<file path="src/rtl/mips_bus_arbiter.sv">
// Round-robin arbiter sharing one Avalon-style memory bus between the fetch
// unit and the load/store unit, with a sticky stall watchdog.
module mips_bus_arbiter #(
  parameter int MAX_WAIT = 255
) (
  input  logic        clk,
  input  logic        reset,
  input  logic        i_req,
  input  logic [31:0] i_addr,
  output logic        i_done,
  output logic [31:0] i_rdata,
  input  logic        d_req,
  input  logic        d_we,
  input  logic [31:0] d_addr,
  input  logic [31:0] d_wdata,
  input  logic [3:0]  d_be,
  output logic        d_done,
  output logic [31:0] d_rdata,
  output logic [31:0] address,
  output logic        read,
  output logic        write,
  output logic [3:0]  byteenable,
  output logic [31:0] writedata,
  input  logic        waitrequest,
  input  logic [31:0] readdata,
  output logic        timeout
);

  localparam int CW = (MAX_WAIT < 1) ? 1 : $clog2(MAX_WAIT + 1);
  localparam logic [CW-1:0] MAX_CNT = CW'(MAX_WAIT);

  typedef enum logic [1:0] {IDLE, BUSY_I, BUSY_D} state_t;

  state_t          state_q;
  logic            last_d_q;
  logic [31:0]     address_q;
  logic [31:0]     wdata_q;
  logic [3:0]      be_q;
  logic            read_q;
  logic            write_q;
  logic [CW-1:0]   stall_cnt_q, stall_cnt_d;
  logic            timeout_q, timeout_d;
  logic            grant_i, grant_d;

  // On contention, the port that did not win last time gets the bus.
  always_comb begin
    grant_i     = i_req & (~d_req | last_d_q);
    grant_d     = d_req & (~i_req | ~last_d_q);
    stall_cnt_d = stall_cnt_q;
    timeout_d   = timeout_q;
    if (state_q == IDLE) begin
      if (grant_i | grant_d) stall_cnt_d = '0;
    end else if (waitrequest) begin
      if (stall_cnt_q != MAX_CNT) stall_cnt_d = stall_cnt_q + CW'(1);
      if (stall_cnt_d == MAX_CNT) timeout_d = 1'b1;
    end
  end

  always_ff @(posedge clk or negedge reset) begin
    if (!reset) begin
      state_q     <= IDLE;
      last_d_q    <= 1'b1;
      address_q   <= 32'h0;
      wdata_q     <= 32'h0;
      be_q        <= 4'h0;
      read_q      <= 1'b0;
      write_q     <= 1'b0;
      stall_cnt_q <= '0;
      timeout_q   <= 1'b0;
    end else begin
      stall_cnt_q <= stall_cnt_d;
      timeout_q   <= timeout_d;
      case (state_q)
        IDLE: begin
          if (grant_i) begin
            state_q   <= BUSY_I;
            address_q <= i_addr;
            read_q    <= 1'b1;
            write_q   <= 1'b0;
            be_q      <= 4'b1111;
          end else if (grant_d) begin
            state_q   <= BUSY_D;
            address_q <= d_addr;
            read_q    <= ~d_we;
            write_q   <= d_we;
            be_q      <= d_be;
            wdata_q   <= d_wdata;
          end
        end
        BUSY_I, BUSY_D: begin
          // Completion always passes through IDLE so a still-high request is
          // never re-granted on the same edge.
          if (!waitrequest) begin
            state_q  <= IDLE;
            read_q   <= 1'b0;
            write_q  <= 1'b0;
            last_d_q <= (state_q == BUSY_D);
          end
        end
        default: state_q <= IDLE;
      endcase
    end
  end

  assign i_done     = (state_q == BUSY_I) & ~waitrequest;
  assign d_done     = (state_q == BUSY_D) & ~waitrequest;
  assign i_rdata    = readdata;
  assign d_rdata    = readdata;
  assign address    = address_q;
  assign read       = read_q;
  assign write      = write_q;
  assign byteenable = be_q;
  assign writedata  = wdata_q;
  assign timeout    = timeout_q;

endmodule
</file>
<file path="config.mk">
export PLATFORM = sky130hd
export DESIGN_NAME = mips_bus_arbiter
export DESIGN_NICKNAME = d
export VERILOG_FILES = /design/src/rtl/mips_bus_arbiter.sv
export SDC_FILE = /design/constraint.sdc
export NUM_CORES = 1
export LEC_CHECK = 0
export ABC_AREA = 1
export CAP_MARGIN = 10
export CORE_MARGIN = 2
export CORE_UTILIZATION = 40
export CTS_BUF_LIST = sky130_fd_sc_hd__clkbuf_2
export CTS_CLUSTER_SIZE = 16
export DETAILED_ROUTE_END_ITERATION = 16
export HOLD_SLACK_MARGIN = 0.02
export PLACE_DENSITY = 0.91
export SYNTH_ARGS = -nofsm -noshare
export SYNTH_HDL_FRONTEND = slang
export SYNTH_SLANG_ARGS = --single-unit
</file>
<file path="constraint.sdc">
create_clock -name clk -period 2.4 [get_ports clk]
set_clock_uncertainty 0.1 [all_clocks]
set_input_delay 0.36 -clock clk [delete_from_list [all_inputs] [get_ports clk]]
set_output_delay 0.36 -clock clk [all_outputs]
set_load 0.01 [all_outputs]
</file>
==> flow_summary.toml <==
[route]
wl_per_cell_um = 14.2
drtAntennaViolNets = 0
drt-total-wl_um = 10800
dr.pass1.iters = 4
num_vias = 3702
drt_iter0_markers = 152
drc_errors = 0
viasPerCell = 4.85

[clocking]
cts_root_buffer = "clkbuf_2"
clk_transition_reported_paths_ns = 0.24
numCtsBuffers = 9
cts_tree = "done"
clk_latency_ns = 0.50
cts_buffer_depth = 2
clkSinkCount = 82
htree_levels = 3

[worst_setup_path]
path_class = "flip-flop to output port"
cp_data_required_time_ns = 1.94
startpoint = "state_q[0]"
cpPeakStageDelay_ns = 0.43
path_buf_inv = 3
critical-path-top-delay-family = "flip-flops"
r2r_start = "state_q[1]"
path_cells = "inv_1 -> ha_1 -> inv_1 -> nor2_1 -> dlygate4sd2_1"
arrival_ns = 1.60
cp-start-kind = "flip-flop"
worstPathMaxFanout = 2
slowest_stage = "dfrtp_1"
crit_path_end_kind = "output port"
cp_common_cell = "inv_1"

[synth]
yosys-top-cells-area = "dfrtp_1, nand2_1, buf_4"
synthSimpleGateAreaFrac_pct = 24.2
synth_top_area_share_pct = 49.0
muxShareOfSynthArea_pct = 0
synth-xor-area-share_pct = 0
synthesis.area_um2 = 4130
synth_nets = 647
syn_avg_cell_area_um2 = 8.19
ys_ff_latch = 82
ys_seq_area_share_pct = 49.7
synthCells = 505
yosys_warnings = 0
synth_top_family_by_area = "simple AND/OR/NAND/NOR gates"
synth_top_area_cell = "dfrtp_1"
synthAdderAreaFrac_pct = 1.21
synth_compound_area_share_pct = 8.66
synth.distinct_cells = 22

[min_path]
hold_class = "input pin to asynchronous set/reset pin"

[layout]
nets = 764
drive_above_1_share_pct = 5.74
fillerInstances = 891
antenna_cells = 0
area_delta_synth_final_pct = 38.5
finalInstanceArea_um2 = 5730

[sta]
fmax_mhz = 486
finalSetupViolations = 0
finalCriticalPeriod_ns = 2.06
slew_headroom_pct = 64.1
fin_crit_sh_pct = 85.8
worstMarginPinSlew_ns = 0.538
finalMaxSlewViolations = 0
finalHoldViolCount = 0
fin_setup_tns_ns = 0
rsz0062_at_grt = "false"

[global_routing]
overflow = 0
grt_max_degree = 55
grt_antenna_before_repair = 0
track_usage_pct = 19.6
grt_first_pass_wirelength_um = 17500
grt_pass1_vias = 3743

[placement]
hpwl_um = 8450
port_buffers = 178
dpl_cell_area_um2 = 5610
gp_congestion = 0.862

[floorplanning]
start_util_pct = 40.6
die-height_um = 106
die_w_um = 106
rows = 37
pin_count = 275
core_area_um2 = 10200
die-area_um2 = 11200

[power_and_ir_drop]
p_per_area_nw_per_um2 = 1060
leakage_nw = 2.62
peakVddDrop_mv = 0.497

[run_status]
status = "complete, no violations"

[run]
drv_cap = 0
## placed cells by master (no fill, tap or decap)
cell,netlist,final
dfrtp_1,81,81
nor2_2,3,3
dlygate4sd3_1,0,1
clkinv_4,0,1
clkdlybuf4s50_1,0,175
nor2_1,42,42
a31oi_1,32,32
dfstp_2,1,1
buf_12,0,3
o22a_1,4,4
inv_6,0,2
nand2_2,3,3
clkinv_2,0,1
nand2_1,199,199
o22ai_1,2,2
dlymetal6s2s_1,0,1
clkinvlp_4,0,3
buf_4,68,9
o21bai_1,1,1
clkbuf_2,0,9
nand3_1,12,12
o21ai_0,10,10
o31ai_1,1,1
ha_1,4,4
a21boi_4,1,1
inv_1,22,22
dlygate4sd2_1,0,1
a22o_1,3,3
## worst register-to-register path, delay by kind of cell (launching register included)
kind / cells / cell delay [ns]
flops: 1 / 0.43
fa+ha+maj: 1 / 0.24
compound gates: 1 / 0.18
buf+inv: 4 / 0.48
simple gates: 2 / 0.35
## cell usage after synthesis
cell type    n
buf_4       68
dfrtp_1     81
o22ai_1      2
o31ai_1      1
nand3_1     12
o21bai_1     1
ha_1         4
a22o_1       3
o21ai_0     10
clkbuf_1     7
nand2_2      3
nor2_2       3
o22a_1       4
buf_6        2
a31oi_1     32
buf_2        2
nor2_1      42
a21boi_4     1
nand2_1    199
buf_1        5
inv_1       22
dfstp_2      1
## area by class of cell
type                            count  area [um^2]  share of cell area [%]
Clock buffer                        9         45.0                   0.787
Clock inverter                      7         53.8                   0.940
Inverter                           22         82.6                    1.44
Multi-Input combinational cell    317         1410                    24.6
Sequential cell                    82         2050                    35.9
Tap cell                          136          170                    2.97
Timing Repair Buffer              190         1910                    33.4
## logic make-up after synthesis
group	count (synthesis)
simple gates	259
buf+inv	106
flops	82
compound gates	54
fa+ha+maj	4
## what timing repair did
item | CTS | global route
hold buffers | 1 | 0
endpoints found under the setup margin | 1 | 1
pin swaps | 0 | 0
endpoints found under the hold margin | 41 | 0
setup buffers | 1 | 0
resized for setup | 1 | 1
## metal layers
| metal | global-route usage [%] | vias up | share of wire [%] |
|---|---|---|---|
| li1 | - | 1771 | - |
| met1 | 22.1 | 1703 | 39 |
| met2 | 32.8 | 187 | 49 |
| met3 | 7.36 | 41 | 8.9 |
| met4 | 9.49 | 0 | 3.0 |
| met5 | 0 | - | 0 |
## worst paths after layout
path	end	slack, ns	depth (start not counted)
setup / recovery	d_done	0.34	5
setup reg to reg	stall_cnt_q[7]	0.57	8
hold / removal	writedata[2]	0.24	2
hold reg to reg	timeout	0.41	2
min in group clk	writedata[10]	0.24	3
max in group asynchronous	last_d_q	1.28	3
## per-stage QoR
| step | utilization [%] | setup slack (ns) | power (mW) | instances | hold slack, ns |
|---|---|---|---|---|---|
| global route | 56.2 | 0.140 | 6.50 | 763 | 0.154 |
| CTS | 56.2 | 0.00131 | 6.13 | 763 | 0.161 |
| floorplan | - | 0.874 | 3.83 | 505 | -0.0356 |
| global placement | 55.1 | 0.394 | 5.34 | 745 | 0.272 |
| finish | 56.2 | 0.340 | 6.05 | 763 | 0.241 |
| detailed placement | 55.1 | 0.335 | 5.46 | 745 | 0.280 |
## registers in the layout, indices dropped and copies added, names as in the netlist
| register | count |
|---|---|
| writedata | 32 |
| stall_cnt_q | 8 |
| byteenable | 4 |
| last_d_q | 1 |
| write | 1 |
| read | 1 |
| state_q | 2 |
| timeout | 1 |
| address | 32 |
## power by group
part           total (mW)  internal, mW  switching (mW)
clock               0.641         0.143           0.498
sequential           2.35          1.98           0.366
combinational        3.06          1.62            1.45
total                6.05          3.74            2.31
Note: power is estimated with default switching activity, not from simulation.
